===== src/rtl/adder_share_arbiter.sv =====
// ============================================================================
// adder_share_arbiter: round-robin share of one adder/pass-through unit.
// Optional macro ADDER_ARB_PERF_EN adds a saturating conflict counter.
// Revision: 1.0
// ============================================================================
`default_nettype none

module adder_share_arbiter #(
  parameter int WIDTH = 32,
  parameter int NREQ  = 3,
  parameter int TAGW  = 2
) (
  input  logic                  clk,
  input  logic                  rst_n,
  input  logic [NREQ-1:0]       req,
  input  logic [NREQ*WIDTH-1:0] op_a,
  input  logic [NREQ*WIDTH-1:0] op_b,
  input  logic [NREQ-1:0]       pass_b,
  input  logic                  flush,
  input  logic                  res_ready,
  output logic [NREQ-1:0]       gnt,
  output logic                  res_valid,
  output logic [WIDTH-1:0]      result,
  output logic [TAGW-1:0]       res_tag
`ifdef ADDER_ARB_PERF_EN
  ,
  output logic [15:0]           conflict_cnt
`endif
);

  localparam int              PTRW   = (NREQ > 1) ? $clog2(NREQ) : 1;
  localparam logic [PTRW:0]   NREQ_W = (PTRW+1)'(NREQ);
  localparam logic [PTRW-1:0] LAST   = PTRW'(NREQ - 1);

  logic [PTRW-1:0]  rr_ptr;
  logic [PTRW-1:0]  win;
  logic [PTRW:0]    scan;
  logic             found;
  logic             stall;
  logic             can_issue;
  logic             grant;
  logic [WIDTH-1:0] a_sel;
  logic [WIDTH-1:0] b_sel;
  logic [WIDTH-1:0] nxt_result;

  // Scan rr_ptr, rr_ptr+1, ... wrapping modulo NREQ; first asserted req wins.
  always_comb begin
    win   = '0;
    found = 1'b0;
    scan  = '0;
    for (int k = 0; k < NREQ; k++) begin
      scan = {1'b0, rr_ptr} + (PTRW+1)'(k);
      if (scan >= NREQ_W) scan = scan - NREQ_W;
      if (!found && req[scan[PTRW-1:0]]) begin
        found = 1'b1;
        win   = scan[PTRW-1:0];
      end
    end
  end

  assign stall     = res_valid & ~res_ready;
  assign can_issue = rst_n & ~stall & ~flush;
  assign grant     = can_issue & found;

  always_comb begin
    gnt = '0;
    if (grant) gnt[win] = 1'b1;
  end

  assign a_sel      = op_a[win*WIDTH +: WIDTH];
  assign b_sel      = op_b[win*WIDTH +: WIDTH];
  assign nxt_result = pass_b[win] ? b_sel : (a_sel + b_sel);

  always_ff @(posedge clk or negedge rst_n) begin
    if (!rst_n) begin
      res_valid <= 1'b0;
      result    <= '0;
      res_tag   <= '0;
      rr_ptr    <= '0;
    end else if (flush) begin
      res_valid <= 1'b0;
    end else if (grant) begin
      res_valid <= 1'b1;
      result    <= nxt_result;
      res_tag   <= TAGW'(win);
      rr_ptr    <= (win == LAST) ? '0 : win + 1'b1;
    end else if (!stall) begin
      res_valid <= 1'b0;
    end
  end

`ifdef ADDER_ARB_PERF_EN
  always_ff @(posedge clk or negedge rst_n) begin
    if (!rst_n) begin
      conflict_cnt <= '0;
    end else if (((req & ~gnt) != '0) && (conflict_cnt != 16'hFFFF)) begin
      conflict_cnt <= conflict_cnt + 16'd1;
    end
  end
`else
`endif

endmodule

`default_nettype wire


===== config.mk =====
export PLATFORM = sky130hd
export DESIGN_NAME = adder_share_arbiter
export DESIGN_NICKNAME = d
export VERILOG_FILES = /design/src/rtl/adder_share_arbiter.sv
export SDC_FILE = /design/constraint.sdc
export NUM_CORES = 1
export LEC_CHECK = 0
export ABC_AREA = 1
export CORE_MARGIN = 5
export CORE_UTILIZATION = 43
export DETAILED_ROUTE_END_ITERATION = 6
export GPL_TIMING_DRIVEN = 0
export MAX_ROUTING_LAYER = met4
export PLACE_DENSITY = 0.83
export SYNTH_ARGS = -nofsm -noshare
export SYNTH_HDL_FRONTEND = slang
export SYNTH_SLANG_ARGS = --single-unit

===== constraint.sdc =====
create_clock -name clk -period 4.95 [get_ports clk]
set_clock_uncertainty 0.1 [all_clocks]
set_input_delay 0.495 -clock clk [delete_from_list [all_inputs] [get_ports clk]]
set_output_delay 0.495 -clock clk [all_outputs]
set_load 0.02 [all_outputs]

==> results.py <==
metrics = {
    "critical_path": {
        "critPathTopFamily": "simple AND/OR/NAND/NOR gates",
        "crit_path_end_kind": "flop",
        "path_buf_inv": 4,
        "crit_chain": "inv_1 > ha_1 > inv_2 > nand2_1 > nand3_1 > nand2_1 > nand3_2 > nand2_2 > nor2_8 > nand2_1 > buf_2 > o221ai_1 > inv_1 > ha_1 > a21oi_1 > o21ai_0 > a21oi_1 > nand2_1 > a21oi_2 > nand3_1 > nand3_1 > nand2_1 > nand3_1 > nand2_1",
        "cp_common_cell": "nand2_1",
        "worst-setup-path-type": "flop to flop",
        "cp.arrival_ps": 4810,
        "cpPeakStageDelay_ps": 530,
        "crit_required_ps": 5020,
        "critPathSlowestCell": "o221ai_1",
        "startpoint_type": "flop",
        "crit_path_max_fanout": 10,
    },
    "clock_network": {
        "cts_root_buffer": "clkbuf_16",
        "htree_levels": 2,
        "cts_tree": "yes",
        "clock_latency_ps": 280,
        "clock-sinks": 37,
        "numCtsBuffers": 5,
        "hold_buffers": 0,
        "clkSlewWorstSetupHoldPaths_ps": 60,
        "clockBufferDepth": 2,
    },
    "floorplan": {
        "core-area_sq_mm": 0.0119,
        "die_h_microns": 120,
        "ios": 240,
        "die_w_microns": 120,
        "num_rows": 40,
        "die-area_sq_mm": 0.0143,
        "initial_core_util_pct": 43.4,
    },
    "logic_synthesis": {
        "yosys.area.top_type": "nand2_1",
        "synth_seq_cells": 37,
        "netlist_instances": 869,
        "synthArstFlopShare_pct": 100,
        "yosysWarnings": 0,
        "ys_top_cells_by_count": "nand2_1, nand3_1, inv_1, a21oi_1, nor2_1",
        "synth_edf_count": 0,
        "ys_types": 41,
        "synth_nets": 1107,
        "syn_area_sq_mm": 0.00517,
        "avgSynthCellArea_sq_um": 5.95,
        "synth_most_common_cell": "nand2_1",
        "synth_top_cells_by_area": "nand2_1, dfrtp_1, ha_1, nand3_1, a21oi_1",
        "synth_top_area_share_pct": 24.8,
        "synth_seq_area_share_pct": 17.9,
        "synth_ff_type": "dfrtp_1",
    },
    "sta": {
        "fin_crit_ps": 4750,
        "max_freq_ghz": 0.211,
        "tns_ps": 0,
        "period_share_pct": 95.9,
        "drv_slew": 0,
        "holdWs_ps": 208,
        "setup_viol": 0,
        "worstMarginPinSlew_ps": 822,
        "hold_viol": 0,
        "rsz0062_at_grt": "true",
        "max-slew-margin-rel_pct": 45.2,
    },
    "routing": {
        "wl_per_cell_microns": 18.1,
        "drcViolationCount": 0,
        "ant_nets": 0,
        "num_vias": 6921,
        "first_iter_violations": 722,
        "via_per_inst": 5.48,
        "drt_wl_total_mm": 22.8,
        "drt_first_pass_iters": 5,
    },
    "global_routing": {
        "grt_overflow": 0,
        "track_usage_pct": 31.6,
        "grt_pass1_wl_mm": 34.9,
        "grt_max_degree": 39,
        "grt_pass1_vias": 6530,
        "grt_antenna_before_repair": 0,
    },
    "cells_and_area": {
        "nFillCells": 1122,
        "synthToLayoutAreaGrowth_pct": 53.4,
        "final_nets": 1353,
        "final_util_pct": 66.6,
        "fin_area_sq_mm": 0.00793,
        "drive_above_1_share_pct": 5.73,
    },
    "place": {
        "dp_hpwl_mm": 19.1,
        "portBuffers": 239,
        "place_congestion": 1.03,
        "placed_area_sq_mm": 0.00774,
    },
    "run": {
        "cap_violations": 0,
    },
    "status": {
        "status": "finished clean",
    },
    "worst_hold_path": {
        "holdCritPathClass": "input port to asynchronous set/reset pin",
    },
}
[placed cells by master, fill, tap and decap left out, types with 3 or more instances in the layout]
master / Yosys / final
xor2_1: 3 / 3
nand4_1: 15 / 15
buf_2: 23 / 23
inv_1: 69 / 69
buf_6: 6 / 6
o21a_1: 3 / 3
inv_2: 8 / 8
o21ai_0: 26 / 24
xnor2_1: 15 / 15
clkbuf_16: 0 / 5
o21ai_1: 5 / 7
dfrtp_1: 37 / 37
nor3_1: 4 / 4
a21o_1: 6 / 6
nor2_4: 3 / 3
a21oi_1: 65 / 63
o22ai_1: 18 / 18
nor2_1: 41 / 41
nand2_1: 341 / 341
clkdlybuf4s50_1: 0 / 238
clkbuf_1: 4 / 4
nand3_1: 85 / 85
o221ai_1: 31 / 31
ha_1: 35 / 35
[per-stage QoR]
step | setup slack, ps | instances
floorplan | 1220 | 869
global placement | 24.8 | 1255
detailed placement | 66.8 | 1255
CTS | 230 | 1263
global route | -59.8 | 1263
finish | 205 | 1264
[kinds of logic (layout without fill, tap and decap cells)]
family	count (synthesis)	after routing	share of synthesized area [%]
fa+ha+maj	36	36	8.86
simple gates	504	504	41.5
buf+inv	115	362	9.92
compound gates	159	159	18.8
xor+xnor	18	18	3.05
flops	37	37	17.9
other cells	0	1	0
[state kept, by name (all words and copies together), names as in the netlist]
name and flops:
res_tag 2, result 32, res_valid 1, rr_ptr 2
[final cells by class]
| class | count | area [sq um] | area share [%] |
|---|---|---|---|
| multi-input combinational | 717 | 3740 | 47.1 |
| timing repair buffer | 239 | 2390 | 30.1 |
| sequential | 37 | 926 | 11.7 |
| inverter | 78 | 293 | 3.69 |
| buffer | 37 | 223 | 2.81 |
| tap | 147 | 184 | 2.32 |
| clock buffer | 6 | 139 | 1.75 |
| clock inverter | 2 | 37.5 | 0.473 |
| antenna | 1 | 2.50 | 0.0316 |
[metal layers]
metal  up-vias  global-route usage [%]  routed length (microns)
met4         0                    6.08                      272
met2       296                    50.7                    10800
li1       3409                       -                        -
met1      3197                    42.6                     9770
met3        19                    4.95                     2000
met5         -                       -                        0
[worst paths after layout]
check,from,to,slack [ps],cells after the start
hold / removal,rst_n,result[0]$_DFFE_PN0P_,210,1
setup reg to reg,rr_ptr[0]$_DFFE_PN0P_,result[31]$_DFFE_PN0P_,200,24
hold reg to reg,result[23]$_DFFE_PN0P_,result[23]$_DFFE_PN0P_,380,2
max in group asynchronous,rst_n,res_valid$_DFFE_PN0P_,4020,1
min in group clk,result[23]$_DFFE_PN0P_,result[23]$_DFFE_PN0P_,380,2
setup / recovery,rr_ptr[0]$_DFFE_PN0P_,result[31]$_DFFE_PN0P_,200,24
[timing repair]
item                                   4_1_cts  5_1_grt
setup endpoints to repair                    0        8
resized for setup                            0        5
endpoints found under the hold margin        0        0
setup buffers                                0        0
Power is left out: the tool's default activity adds up to more than one toggle a clock period on the data nets, which glitch-free logic cannot reach.
